### src/rtl/spike_aer_tx.sv
// AER transmitter: snapshots per-timestep spike vectors into an active/pending
// frame pair and serialises each set bit as an (address, timestamp) beat.
module spike_aer_tx #(
    parameter int N          = 96,
    parameter int TSW        = 16,
    parameter int EMIT_EMPTY = 0,
    parameter int DCW        = 16,
    localparam int AW        = (N > 1) ? $clog2(N) : 1
) (
    input  logic           clk,
    input  logic           rstn,
    input  logic           step_valid,
    input  logic [N-1:0]   spikes_vec,
    output logic           aer_valid,
    input  logic           aer_ready,
    output logic [AW-1:0]  aer_addr,
    output logic [TSW-1:0] aer_ts,
    output logic           aer_last,
    output logic           aer_empty,
    output logic           busy,
    output logic [DCW-1:0] drop_cnt,
    output logic           drop_sticky,
    output logic           dbg_state
);

    // aer_valid/aer_ready: a beat transfers on any clk edge where both are high;
    // while aer_valid is high and aer_ready low, all beat fields hold steady.

    typedef enum logic {
        IDLE = 1'b0,
        SEND = 1'b1
    } state_t;

    state_t state_q, state_d;

    logic [N-1:0]   act_mask;
    logic [TSW-1:0] act_ts;
    logic           act_mk;
    logic           pend_valid;
    logic [N-1:0]   pend_mask;
    logic [TSW-1:0] pend_ts;
    logic           pend_mk;
    logic [TSW-1:0] ts_cnt;
    logic [DCW-1:0] drop_cnt_q;
    logic           drop_sticky_q;

    logic           hs;
    logic           single_bit;
    logic           beat_last;
    logic           last_hs;
    logic           loadable;
    logic           act_free;
    logic           pend_free;
    logic           load_act;
    logic           load_pend;
    logic           drop;
    logic [N-1:0]   mask_cleared;

    function automatic logic [AW-1:0] lowest_set(input logic [N-1:0] m);
        logic [AW-1:0] r;
        r = '0;
        for (int i = N - 1; i >= 0; i--) begin
            if (m[i]) r = AW'(i);
        end
        return r;
    endfunction

    assign mask_cleared = act_mask & (act_mask - {{(N-1){1'b0}}, 1'b1});
    assign single_bit   = (mask_cleared == '0);
    assign beat_last    = act_mk | single_bit;
    assign hs           = (state_q == SEND) & aer_ready;
    assign last_hs      = hs & beat_last;
    assign loadable     = step_valid & ((spikes_vec != '0) | (EMIT_EMPTY != 0));

    // Slot availability is judged after this cycle's handshake, so a step that
    // coincides with the last beat reuses the slot being vacated.
    assign act_free  = (state_q == IDLE) | (last_hs & ~pend_valid);
    assign pend_free = ~pend_valid | last_hs;
    assign load_act  = loadable & act_free;
    assign load_pend = loadable & ~act_free & pend_free;
    assign drop      = loadable & ~act_free & ~pend_free;

    always_ff @(posedge clk or negedge rstn) begin
        if (!rstn) state_q <= IDLE;
        else       state_q <= state_d;
    end

    always_comb begin
        state_d = state_q;
        case (state_q)
            IDLE: if (load_act) state_d = SEND;
            SEND: if (last_hs && !pend_valid && !load_act) state_d = IDLE;
            default: state_d = IDLE;
        endcase
    end

    always_ff @(posedge clk or negedge rstn) begin
        if (!rstn) begin
            act_mask <= '0;
            act_ts   <= '0;
            act_mk   <= 1'b0;
        end else if (load_act) begin
            act_mask <= spikes_vec;
            act_ts   <= ts_cnt;
            act_mk   <= (spikes_vec == '0);
        end else if (last_hs && pend_valid) begin
            act_mask <= pend_mask;
            act_ts   <= pend_ts;
            act_mk   <= pend_mk;
        end else if (hs) begin
            act_mask <= mask_cleared;
        end
    end

    always_ff @(posedge clk or negedge rstn) begin
        if (!rstn) begin
            pend_valid <= 1'b0;
            pend_mask  <= '0;
            pend_ts    <= '0;
            pend_mk    <= 1'b0;
        end else if (load_pend) begin
            pend_valid <= 1'b1;
            pend_mask  <= spikes_vec;
            pend_ts    <= ts_cnt;
            pend_mk    <= (spikes_vec == '0);
        end else if (last_hs) begin
            pend_valid <= 1'b0;
        end
    end

    // Timestamp advances on every step, including ignored and dropped ones.
    always_ff @(posedge clk or negedge rstn) begin
        if (!rstn) begin
            ts_cnt        <= '0;
            drop_cnt_q    <= '0;
            drop_sticky_q <= 1'b0;
        end else begin
            if (step_valid) ts_cnt <= ts_cnt + 1'b1;
            if (drop) begin
                drop_sticky_q <= 1'b1;
                if (drop_cnt_q != '1) drop_cnt_q <= drop_cnt_q + 1'b1;
            end
        end
    end

    assign aer_valid   = (state_q == SEND);
    assign aer_addr    = (state_q == SEND) ? lowest_set(act_mask) : '0;
    assign aer_ts      = (state_q == SEND) ? act_ts : '0;
    assign aer_last    = (state_q == SEND) & beat_last;
    assign aer_empty   = (state_q == SEND) & act_mk;
    assign busy        = (state_q == SEND) | pend_valid;
    assign drop_cnt    = drop_cnt_q;
    assign drop_sticky = drop_sticky_q;
    assign dbg_state   = state_q;

endmodule

### config.mk
export PLATFORM = sky130hd
export DESIGN_NAME = spike_aer_tx
export DESIGN_NICKNAME = d
export VERILOG_FILES = /design/src/rtl/spike_aer_tx.sv
export SDC_FILE = /design/constraint.sdc
export NUM_CORES = 1
export LEC_CHECK = 0
export BUFFER_PORTS_ARGS = -buffer_cell sky130_fd_sc_hd__buf_2
export CORE_MARGIN = 2
export CORE_UTILIZATION = 35
export CTS_BUF_LIST = sky130_fd_sc_hd__clkbuf_4 sky130_fd_sc_hd__clkbuf_8 sky130_fd_sc_hd__clkbuf_16
export DETAILED_ROUTE_END_ITERATION = 6
export PLACE_DENSITY_LB_ADDON = 0.08
export SYNTH_ARGS = -nofsm -noshare
export SYNTH_HDL_FRONTEND = slang
export SYNTH_SLANG_ARGS = --single-unit
export TNS_END_PERCENT = 30
### constraint.sdc
create_clock -name clk -period 4.1 [get_ports clk]
set_clock_uncertainty 0.05 [all_clocks]
set_input_delay 0.82 -clock clk [delete_from_list [all_inputs] [get_ports clk]]
set_output_delay 0.82 -clock clk [all_outputs]
set_load 0.05 [all_outputs]
==> metrics.cfg <==
[clock_network]
clk_latency_ps=590
cts_root_buffer=clkbuf_16
clk_pin_slew_ps=60
numCtsBuffers=31
htreeDepth=1
cts_sinks=261
cts_tree=yes
clock_path_buffers=3
holdBufCountCts=0

[grt]
grt_pass1_vias=14400
grtUsageTotal_pct=26.5
grt_max_degree=84
antenna_found_initial=3
grt_pass1_wl_um=89000
grt_overflow=0

[job]
cap_viol_max_count=0

[critical_path]
required_ps=3230
crit_cells=12
critical_path_class=reg2out
crit_slowest_cell=or4_4
crit_path_max_fanout=4
worstRegToRegCells=20
max_stage_delay_ps=560
crit_family=simple AND/OR/NAND/NOR gates
cp_num_buf_inv=4
crit_path_start_kind=flip-flop
cp_common_cell=nand4_1
arrival_ps=3970
cp-end-kind=output pin
path_cells=or4_4 -> buf_6 -> nor4b_4 -> nand4_4 -> buf_12 -> buf_4 -> o41ai_2 -> nand4_1 -> nor4_1 -> nand4_1 -> o21bai_4 -> buf_8

[synthesis]
synth_edf_count=0
netlist-cell-type-count=63
avgSynthCellArea_um2=9.67
synthCells=1499
synthArstFlopShare_pct=100
synth-main-ff-cell=dfrtp_1
synth-seq-cells=261
yosys_warnings=0
seq_area_frac_synth_pct=45.1
synth_area_um2=14500
syn_nets=1601

[timing]
setup_viol=250
rsz0062_at_grt=true
period_minus_slack_ps=4840
drv_slew=0
fin_tns_setup_ps=-138520
hold_viol=0
setup_slack_ps=-745
max_freq_mhz=206
worst_pin_slew_ps=908
maxSlewHeadroom_pct=38.7
period_share_pct=118
hold_slack_ps=179

[routing]
wl_per_cell_um=23.7
ant_nets=0
vias=14400
via_per_inst=5.79
drt_iter0_drc=1190
drc=0
firstDrtPassIters=5
totalWireLength_um=59100

[layout]
drive_gt1_share_pct=40.5
final_core_util_pct=51.1
layout_common_cells=buf_4 (334), dfrtp_1 (260), a21oi_1 (216)
fin_cells=2488
nFillCells=3875
syn_to_final_growth_pct=43.9
fin_area_um2=20900
fin_nets=2034
layout_commonest_cell=buf_4

[die]
coreArea_um2=40800
die-area_um2=43100
die_y_um=207
rows=74
initial_core_util_pct=35.5
die_w_um=207
io_pins=145

[run_status]
violations=negative setup slack
status=complete, but fails checks

[placement]
dpl_worst_slack_ps=-1000
gp_congestion=0.915
placed_cell_area_um2=18200
portBuffers=144
dp.cells=2384
hpwl_um=42300

[worst_hold_path]
worst_hold_path_type=in2async

[power]
leakage_nw=9.64
powerDensity_nw_per_um2=407
ir_worst_vdd_uv=328
power.total_mw=8.49

## synth_stat cells, types with 28 or more instances
library cell / instances / area, um2
mux2_1: 68 / 766
o22ai_1: 99 / 619
inv_1: 28 / 105
and2_1: 34 / 213
clkbuf_1: 96 / 360
mux2i_1: 46 / 460
nand4_1: 30 / 188
nand2_1: 59 / 221
a21oi_1: 223 / 1120
dfrtp_1: 261 / 6530
o21ai_0: 32 / 160
nor4_1: 58 / 363
nand3_1: 41 / 205
nor2_1: 58 / 218
mux2_2: 46 / 518
## path summary, 6_finish.rpt
kind | slack (ps) | startpoint | endpoint
worst max-delay path | -740 | act_mask[62]$_DFFE_PN0P_ | aer_last
worst min-delay path | 180 | rstn | pend_mask[18]$_DFFE_PN0P_
worst max register to register | -660 | act_mask[62]$_DFFE_PN0P_ | pend_mask[11]$_DFFE_PN0P_
worst min register to register | 420 | ts_cnt[15]$_DFFE_PN0P_ | ts_cnt[15]$_DFFE_PN0P_
max in group asynchronous | 2890 | rstn | act_mask[50]$_DFFE_PN0P_
min in group clk | 420 | ts_cnt[15]$_DFFE_PN0P_ | ts_cnt[15]$_DFFE_PN0P_
## power breakdown
| group | total [mW] | switching (mW) | internal, mW |
|---|---|---|---|
| Combinational | 2.26 | 1.21 | 1.05 |
| Sequential | 3.27 | 0.313 | 2.96 |
| Clock | 2.95 | 1.14 | 1.81 |
## logic make-up after synthesis
group | share of synthesized area (%)
AOI/OAI and AO/OA | 20.9
xor gates and xnor gates | 1.75
adders and majority gates | 0.380
buffers and inverters | 4.61
DFF | 45.1
muxes | 12.0
and+or+nand+nor | 15.2
## final cells by class
cell class | instances | area (um2) | share of cell area, %
repair buffers | 525 | 4210 | 20.2
clock buffers | 45 | 931 | 4.46
multi-input cells | 1085 | 8250 | 39.6
diodes | 2 | 5.00 | 0.0240
clock inverters | 10 | 156 | 0.750
well taps | 532 | 666 | 3.19
flip-flops and latches | 261 | 6530 | 31.3
inverters | 28 | 105 | 0.504
## sequential cells by signal, indices dropped and copies added, names as in the netlist
signal	flops
act_mask	96
drop_cnt	16
act_mk	1
aer_valid	1
ts_cnt	16
drop_sticky	1
pend_ts	16
pend_mask	96
pend_valid	1
pend_mk	1
act_ts	16
## routing by layer
layer / GRT usage, % / wire length (um) / vias to the layer above
met1: 36.7 / 26800 / 7197
met3: 5.01 / 3580 / 128
met2: 41.0 / 26300 / 480
li1: - / - / 6600
met4: 10.1 / 2360 / 2
met5: 0 / 13 / -
## timing repair
action,4_1_cts,5_1_grt
resized for setup,101,137
hold endpoints to repair,0,0
gates cloned,6,4
setup endpoints to repair,252,252
pin swaps,34,13
setup buffers,28,14
(Power assumes the default switching activity.)
